===== src/rtl/home_auto_pkg.sv =====
// Shared types and constants for the keypad authentication path.
package home_auto_pkg;

    localparam int BCD_W           = 4;
    localparam int MAX_CODE_DIGITS = 8;

    typedef enum logic [2:0] {
        IDLE,
        ENTRY,
        CHECK,
        GRANTED,
        LOCKOUT
    } auth_state_t;

    function automatic logic is_bcd(input logic [BCD_W-1:0] d);
        return d <= 4'd9;
    endfunction

endpackage


===== src/rtl/auth_down_timer.sv =====
// Loadable down-counter; done is high during the last counted cycle.
module auth_down_timer #(
    parameter int W = 10
) (
    input  logic         clk,
    input  logic         rst_n,
    input  logic         load,
    input  logic         stop,
    input  logic [W-1:0] load_val,
    output logic         done
);

    logic [W-1:0] cnt;

    always_ff @(posedge clk or negedge rst_n) begin
        if (!rst_n)
            cnt <= '0;
        else if (load)
            cnt <= load_val;
        else if (stop)
            cnt <= '0;
        else if (cnt != '0)
            cnt <= cnt - W'(1);
    end

    assign done = (cnt == W'(1));

endmodule


===== src/rtl/pass_check_fsm.sv =====
// Keypad access-code checker with entry timeout, fail counter and lockout.
// Define CODE_CHANGE_EN to allow rewriting the stored code while GRANTED.
module pass_check_fsm
    import home_auto_pkg::*;
#(
    parameter int          CODE_DIGITS    = 4,
    parameter logic [31:0] DEFAULT_CODE   = 32'h0000_1234,
    parameter int          MAX_FAILS      = 3,
    parameter int          TIMEOUT_CYCLES = 500,
    parameter int          LOCKOUT_CYCLES = 1000
) (
    input  logic       clk,
    input  logic       rst_n,
    input  logic       key_valid,
    input  logic [3:0] key_digit,
    input  logic       key_enter,
    input  logic       key_clear,
    input  logic       logout,
    output logic       pass_check,
    output logic       locked,
    output logic [3:0] fail_cnt,
    output logic [3:0] entry_len
);

    localparam int CW    = BCD_W * CODE_DIGITS;
    localparam int TMAX  = (TIMEOUT_CYCLES > LOCKOUT_CYCLES) ? TIMEOUT_CYCLES : LOCKOUT_CYCLES;
    localparam int TMR_W = $clog2(TMAX + 1);

    localparam logic [3:0] LEN_FULL = 4'(CODE_DIGITS);
    localparam logic [3:0] LEN_OVF  = 4'(CODE_DIGITS + 1);
    localparam logic [3:0] FAIL_MAX = 4'(MAX_FAILS);

    auth_state_t          state;
    logic [CW-1:0]        entry;
    logic [CW-1:0]        stored_code;
    logic [CW+BCD_W-1:0]  shift_full;
    logic [CW-1:0]        entry_next;
    logic [3:0]           len_inc;
    logic [3:0]           fail_next;
    logic                 match;
    logic                 do_clr, do_ent, do_dig;
    logic                 tmr_load, tmr_stop, tmr_done;
    logic [TMR_W-1:0]     tmr_val;

    // clear > enter > digit; out-of-range digits count as no strobe at all
    assign do_clr = key_clear;
    assign do_ent = key_enter & ~key_clear;
    assign do_dig = key_valid & is_bcd(key_digit) & ~key_clear & ~key_enter;

    assign shift_full = {entry, key_digit};
    assign entry_next = shift_full[CW-1:0];
    assign len_inc    = (entry_len == LEN_OVF) ? LEN_OVF : entry_len + 4'd1;
    assign fail_next  = (fail_cnt >= FAIL_MAX) ? FAIL_MAX : fail_cnt + 4'd1;
    assign match      = (entry_len == LEN_FULL) && (entry == stored_code);

`ifndef CODE_CHANGE_EN
    assign stored_code = DEFAULT_CODE[CW-1:0];
`endif

    // One timer serves both the entry timeout and the lockout period
    always_comb begin
        tmr_load = 1'b0;
        tmr_stop = 1'b0;
        tmr_val  = TMR_W'(TIMEOUT_CYCLES);
        case (state)
            IDLE:  tmr_load = do_dig;
            ENTRY: begin
                if (do_clr || do_ent)
                    tmr_stop = 1'b1;
                else if (do_dig)
                    tmr_load = 1'b1;
            end
            CHECK: begin
                if (!match && fail_next == FAIL_MAX) begin
                    tmr_load = 1'b1;
                    tmr_val  = TMR_W'(LOCKOUT_CYCLES);
                end
            end
            default: ;
        endcase
    end

    auth_down_timer #(.W(TMR_W)) u_timer (
        .clk      (clk),
        .rst_n    (rst_n),
        .load     (tmr_load),
        .stop     (tmr_stop),
        .load_val (tmr_val),
        .done     (tmr_done)
    );

    always_ff @(posedge clk or negedge rst_n) begin
        if (!rst_n) begin
            state      <= IDLE;
            entry      <= '0;
            entry_len  <= '0;
            fail_cnt   <= '0;
            pass_check <= 1'b0;
            locked     <= 1'b0;
`ifdef CODE_CHANGE_EN
            stored_code <= DEFAULT_CODE[CW-1:0];
`endif
        end else begin
            case (state)
                IDLE: begin
                    if (do_ent) begin
                        state <= CHECK;
                    end else if (do_dig) begin
                        entry     <= entry_next;
                        entry_len <= 4'd1;
                        state     <= ENTRY;
                    end
                end
                ENTRY: begin
                    if (do_clr) begin
                        entry     <= '0;
                        entry_len <= '0;
                        state     <= IDLE;
                    end else if (do_ent) begin
                        state <= CHECK;
                    end else if (do_dig) begin
                        entry     <= entry_next;
                        entry_len <= len_inc;
                    end else if (tmr_done) begin
                        entry     <= '0;
                        entry_len <= '0;
                        state     <= IDLE;
                    end
                end
                CHECK: begin
                    entry     <= '0;
                    entry_len <= '0;
                    if (match) begin
                        fail_cnt <= '0;
                        state    <= GRANTED;
                    end else begin
                        fail_cnt <= fail_next;
                        if (fail_next == FAIL_MAX) begin
                            locked <= 1'b1;
                            state  <= LOCKOUT;
                        end else begin
                            state <= IDLE;
                        end
                    end
                end
                // pass_check rises on the first edge spent in GRANTED
                GRANTED: begin
                    if (logout) begin
                        pass_check <= 1'b0;
                        entry      <= '0;
                        entry_len  <= '0;
                        state      <= IDLE;
                    end else begin
                        pass_check <= 1'b1;
`ifdef CODE_CHANGE_EN
                        if (do_clr) begin
                            entry     <= '0;
                            entry_len <= '0;
                        end else if (do_ent) begin
                            if (entry_len == LEN_FULL)
                                stored_code <= entry;
                            entry     <= '0;
                            entry_len <= '0;
                        end else if (do_dig) begin
                            entry     <= entry_next;
                            entry_len <= len_inc;
                        end
`endif
                    end
                end
                LOCKOUT: begin
                    if (tmr_done) begin
                        locked   <= 1'b0;
                        fail_cnt <= '0;
                        state    <= IDLE;
                    end
                end
                default: state <= IDLE;
            endcase
        end
    end

endmodule


===== config.mk =====
export PLATFORM = sky130hd
export DESIGN_NAME = pass_check_fsm
export DESIGN_NICKNAME = d
export VERILOG_FILES = /design/src/rtl/home_auto_pkg.sv /design/src/rtl/auth_down_timer.sv /design/src/rtl/pass_check_fsm.sv
export SDC_FILE = /design/constraint.sdc
export NUM_CORES = 1
export LEC_CHECK = 0
export CORE_ASPECT_RATIO = 2
export CORE_MARGIN = 3
export CORE_UTILIZATION = 61
export CTS_CLUSTER_DIAMETER = 150
export DETAILED_ROUTE_END_ITERATION = 6
export GPL_TIMING_DRIVEN = 1
export PLACE_DENSITY_LB_ADDON = 0.25
export SLEW_MARGIN = 20
export SYNTH_ARGS = -nofsm -noshare
export SYNTH_HDL_FRONTEND = slang
export SYNTH_HIERARCHICAL = 1
export SYNTH_SLANG_ARGS = --single-unit

===== constraint.sdc =====
create_clock -name clk -period 3.9 [get_ports clk]
set_input_delay 0.39 -clock clk [delete_from_list [all_inputs] [get_ports clk]]
set_output_delay 0.39 -clock clk [all_outputs]
set_load 0.03 [all_outputs]

* After elaboration in Yosys (flattened, before gate mapping)
Index checks and enable logic that the tools add are counted.
W data, S select, Z words.
** Storage, ports and cells
- Flip-flop bits (word level) :: 39
- Input port bits :: 10
- Output and inout port bits :: 10
- Logic and storage cells :: 96
** Operators by class
- Add/sub/neg operators :: 3
- Order comparisons :: 2
- Eq/ne operators :: 19
- Muxes and demuxes :: 46
- Bitwise gates (word level) :: 6
- Reductions and logical operators :: 13
** Operator list (count)
- $mux W16 :: 7
- $pmux W16 S4 :: 1
- $mux W10 :: 5
- $mux W4 :: 10
- $mux W3 :: 9
- $eq A16 B13 Y1 const B :: 1
- $pmux W4 S4 :: 1
- $pmux W3 S5 :: 1
- $ne A2 B2 Y1 const B :: 6
- $eq A10 B1 Y1 const B :: 1
- $reduce_bool A10 Y1 :: 1
- $sub A10 B1 Y10 const B :: 1
- $mux W1 :: 9
- $add A4 B1 Y4 const B :: 2
- $eq A4 B3 Y1 const B :: 2
- $ne A4 B4 Y1 const B :: 2
- $pmux W4 S2 :: 1
- $eq A3 B2 Y1 const B :: 2
- $ne A3 B3 Y1 const B :: 2
- $reduce_and A6 Y1 :: 1
- $and A1 B1 Y1 :: 4
- $eq A4 B2 Y1 const B :: 1
- $ge A4 B2 Y1 const B :: 1
- $le A4 B4 Y1 const B :: 1
- other kinds (15) :: 17

* Depth between registers and ports, before layout
- Word-level depth :: 8
- Mapped depth :: 10
- Mapped depth without buffers :: 9

* Modules after synthesis
Netlist, hierarchy kept.
** By module, submodules not included
- pass_check_fsm :: instances 1, cells an instance 131, area each 1467.7 um^2, sequential area each 725.7 um^2
- auth_down_timer :: instances 1, cells an instance 70, area each 649.4 um^2, sequential area each 250.2 um^2

* Worst setup path before layout
OpenSTA, ideal clock, no wires.
- Path type :: flip-flop to flip-flop
- From :: reg entry_len[2]
- To :: reg u_timer.cnt[3]
- Library setup time :: 0.118 ns
- Arrival time :: 2.017 ns
- Required time :: 3.782 ns
- Slack :: 1.765 ns
- Stages on the path, launching flop included :: 8
- Path buffers :: 1
- Period minus slack after synthesis :: 2.135 ns
- Cell sequence :: dfrtp_1 nor3b_2 nand4_1 o21ai_2 nand2_1 dlygate4sd1_1 a32o_1 a21o_1
** Between the ends
- Word-level cells in the longest chain between the ends :: 7
- Elaborated cells between the ends (all ways) :: 10
- Classes of those cells :: 1 x eq/ne; 5 x mux; 4 x reduce/logical
** RTL lines
- start: declaration :: line pass_check_fsm.sv:22 : output logic [3:0] entry_len
- start signal: assignment :: line pass_check_fsm.sv:123 : entry_len <= len_inc;
- $eq A4 B3 Y1 * :: line pass_check_fsm.sv:54 : assign match = (entry_len == LEN_FULL) && (entry == stored_code);
- $logic_and A1 B1 Y1 * :: line pass_check_fsm.sv:54
- $logic_not A1 Y1 * :: line pass_check_fsm.sv:74 : if (!match && fail_next == FAIL_MAX) begin
- $logic_and A1 B1 Y1 * :: line pass_check_fsm.sv:74
- $mux W1 * :: line pass_check_fsm.sv:74
- $pmux W1 S3 * :: line pass_check_fsm.sv:65 : case (state)
- via tmr_load :: line pass_check_fsm.sv:42 : logic tmr_load, tmr_stop, tmr_done;
- $reduce_bool A3 Y1 (no line) or $mux W10 (tied branches)
- end signal: assignment :: line auth_down_timer.sv:19 : cnt <= load_val;
- end signal: assignment :: line auth_down_timer.sv:23 : cnt <= cnt - W'(1);
- end: declaration :: line auth_down_timer.sv:13 : logic [W-1:0] cnt;
The timed path passes the listed nets; every way through them passes the cells marked *.
A chain may end at the register's enable or synchronous reset.

* Worst setup path after layout
- From :: reg entry_len[0]
- To :: reg u_timer.cnt[0]
The elaborated chain is that of the path after synthesis.

==> results.md <==
- Worst path slowest cell: dfrtp_1
- Synth cell types: 58
- Top FF cell, synth: dfrtp_1
- Core area: ~3300 um2
- Post-layout util: 0.7226
- Synth warn: 6
- Maxcap violations: 0
- Placer Congestion: roughly 0.95
- CTS tree: done
- # resized after CTS: 0
- Initial drt markers: 67
- Total power: between 1 and 1.5 mW
- Via density: approximately 6.5
- Fraction of layout cells with a size suffix above 1: 0.1116
- M1 WL: 1728 um
- CTS Sinks: 39
- EDFF count, synth: 0
- # fillers: 226
- WL met2: 2562 um
- Worst Path Required: between 4 and 5 ns
- Hold slack final: ~0.21 ns
- Metal3 WL: 184 um
- # diodes: 0
- Global-route wire length before repair: 7403 um
- Crit start category: flop
- Reg2reg start: entry_len[0]$_DFFE_PN0P_
- Largest net degree at the start of global routing: 40
- Port buffer count: 19
- Initial Util: 0.6483
- Relative slew slack: 0.4389
- GRT Util Overall: 0.2431
- Setup TNS: 0 ns
- Critical-path cell list: nor4bb_1 > nand4_1 > o21ai_2 > nand2_1 > nor2_1 > nand4_1 > nor2_1 > a21oi_1
- DIE WIDTH: roughly 48 um
- Ports: 20
- CP Capture Type: flop
- Worst-Margin Slew: roughly 0.84 ns
- # setup viols final: 0
- FF-to-FF End: u_timer/cnt[0]$_DFFE_PN0P_
- Max Buffers Root-to-Sink: 2
- Worst Reg-to-Reg Cells: 8
- Gr ovfl total: 0
- Fin crit period: 2.602 ns
- Total Wirelength: 4666 um
- Clock Pin Slew Worst Setup and Hold Paths: 0.07 ns
- Vias post-DR: 1670
- Worst skew pair latency: 0.28 ns
- Fmax: 0.3843 GHz
- Final cell count without fillers: 255
- Synthesis-to-finish area growth: 11.47%
- Antenna violations before repair: 0
- Hold Vio Cnt, Final: 0
- Row count: 29
- Hpwl dp: between 3000 and 4000 um
- Wire per inst: 18.30 um
- RSZ-0062 raised after global routing: no
- Die footprint: 4256 um2
- Async SR Flop Fraction: 1.000
- #FFs+latches synth: 39
- Placed cells: roughly 250
- Path type of the worst setup path: reg2reg
- Mapped Cells: 201
- Pre-Repair DR Iteration Count: 4
- Peak supply drop: ~0.45 mV
- CTS buffer count: 5
- Clock Skew: 0.002671 ns
- P_leak: 1.040 nW
- Crit path arrival time: 2.76 ns
- Fin crit share: 0.6672
- Post-route ant nets: 0
- CTS root buffer: clkbuf_8
- Hold Path Class: in2async
- Pwr dens: 615.4 nW/um2
- Avg Cell Area, Syn: 10.53 um2
- Outcome: finished, final reports clean
- CP max stage delay: 0.48 ns
- Die Ht: 89.31 um
- Synth Cell Area: about 2100 um2
- Post-CTS Setup Repair Bufs: 0
- H-tree depth: 2
- Reg2Reg Setup Slack: 1.30 ns
- Critical-path maximum fanout: 13
- Final slew viol count: 0
- Final Net Count: 236
- Hold Buf Count CTS: 0
- Uppermost layer routed: met4
- DRC viols: 0
- Vias in the first global route: 1663
- Seq/Total Area, Yosys: 0.4610
==> cell usage in the layout, fill, tap and decap left out, types with 2 or more instances in the layout <==
cell type,count
a211oi_1,3
a21o_1,3
a21oi_1,6
a22o_1,16
a22oi_1,2
a32oi_1,3
and2_1,2
clkbuf_8,5
clkdlybuf4s50_1,18
clkinv_2,3
conb_1,6
dfrtp_1,39
ha_1,3
inv_1,5
mux2i_1,2
nand2_1,17
nand2b_1,4
nand3_1,5
nand3b_1,3
nand4_1,4
nor2_1,16
nor2_2,2
nor2b_1,4
nor3_1,5
nor3b_2,2
nor4b_1,2
nor4b_2,2
o21ai_0,7
o21ai_1,3
o2bb2ai_1,2
o31ai_1,2
or2b_1,2
or3_1,2
==> cell type report <==
cell class | count | area (um2) | share of cell area
sequential | 39 | 975.9 | 0.4136
clock buffer | 5 | 68.82 | 0.02916
multi-input combinational | 153 | 1057 | 0.4480
inverter | 5 | 18.77 | 0.007953
timing repair buffer | 19 | 185.2 | 0.07847
clock inverter | 3 | 15.01 | 0.006363
tap | 31 | 38.79 | 0.01644
==> cells in the mapped netlist (3+ instances only) <==
master    number  area [um2]
nand2b_1       4       25.02
nor3_1         5       25.02
nand2_1       17       63.81
inv_1          5       18.77
buf_6          3       33.78
ha_1           3       37.54
a22o_1        16       140.1
nor2_1        16       60.06
nor2b_1        4       25.02
a21oi_1        6       30.03
a32oi_1        3       26.28
a21o_1         3       22.52
dfrtp_1       39       975.9
a211oi_1       3       22.52
nand4_1        4       25.02
o21ai_1        3       15.01
nand3b_1       3       22.52
nand3_1        5       25.02
o21ai_0        7       35.03
==> registers in the layout (all words and copies together), names as in the netlist <==
signal       count
locked           1
entry_len        4
entry           16
state            3
pass_check       1
fail_cnt         4
u_timer/cnt     10
==> layer usage <==
metal / GRT usage / vias up
met4: 0.1152 / 0
li1: - / 782
met5: 0 / -
met1: 0.2412 / 802
met3: 0.05444 / 23
met2: 0.4438 / 63
==> through the flow <==
stage          worst slack (ns)  cell area (um2)
6_report                  1.298             2360
5_1_grt                   1.079             2360
4_1_cts                   1.370             2360
3_5_place_dp              1.384             2276
3_3_place_gp              1.419             2276
2_1_floorplan             1.765             2132
==> critical path: cells and delay by family (launching register included) <==
family | cells | cell delay [ns]
AO/OA/AOI/OAI | 2 | 0.31
flip-flops | 1 | 0.48
AND/OR/NAND/NOR | 6 | 1.68
==> worst max-delay path by stage <==
stage | from | end
after floorplan | entry_len[2]$_DFFE_PN0P_ | u_timer/cnt[3]$_DFFE_PN0P_
after global placement | key_digit[1] | u_timer/cnt[2]$_DFFE_PN0P_
after detailed placement | key_digit[3] | u_timer/cnt[0]$_DFFE_PN0P_
after CTS | entry_len[0]$_DFFE_PN0P_ | u_timer/cnt[0]$_DFFE_PN0P_
after global routing | entry_len[0]$_DFFE_PN0P_ | u_timer/cnt[9]$_DFFE_PN0P_
final | entry_len[0]$_DFFE_PN0P_ | u_timer/cnt[0]$_DFFE_PN0P_
==> report_power, final <==
part | switching (mW) | leakage, nW | total [mW] | internal (mW)
combinational | 0.312 | 0.480 | 0.550 | 0.238
sequential | 0.141 | 0.513 | 0.648 | 0.507
clock | 0.132 | 0.0477 | 0.254 | 0.122
==> logic make-up (layout without fill, tap and decap cells) <==
logic type	Yosys count	count (layout)	share of synthesized area
AOI/OAI and AO/OA	55	55	0.2063
buffers and inverters	13	32	0.04669
muxes	2	2	0.009457
adders and majority gates	3	3	0.01773
DFF	39	39	0.4610
other	2	6	0.003547
and+or+nand+nor	85	85	0.2470
xor gates and xnor gates	2	2	0.008276
(Power assumes the default switching activity.)
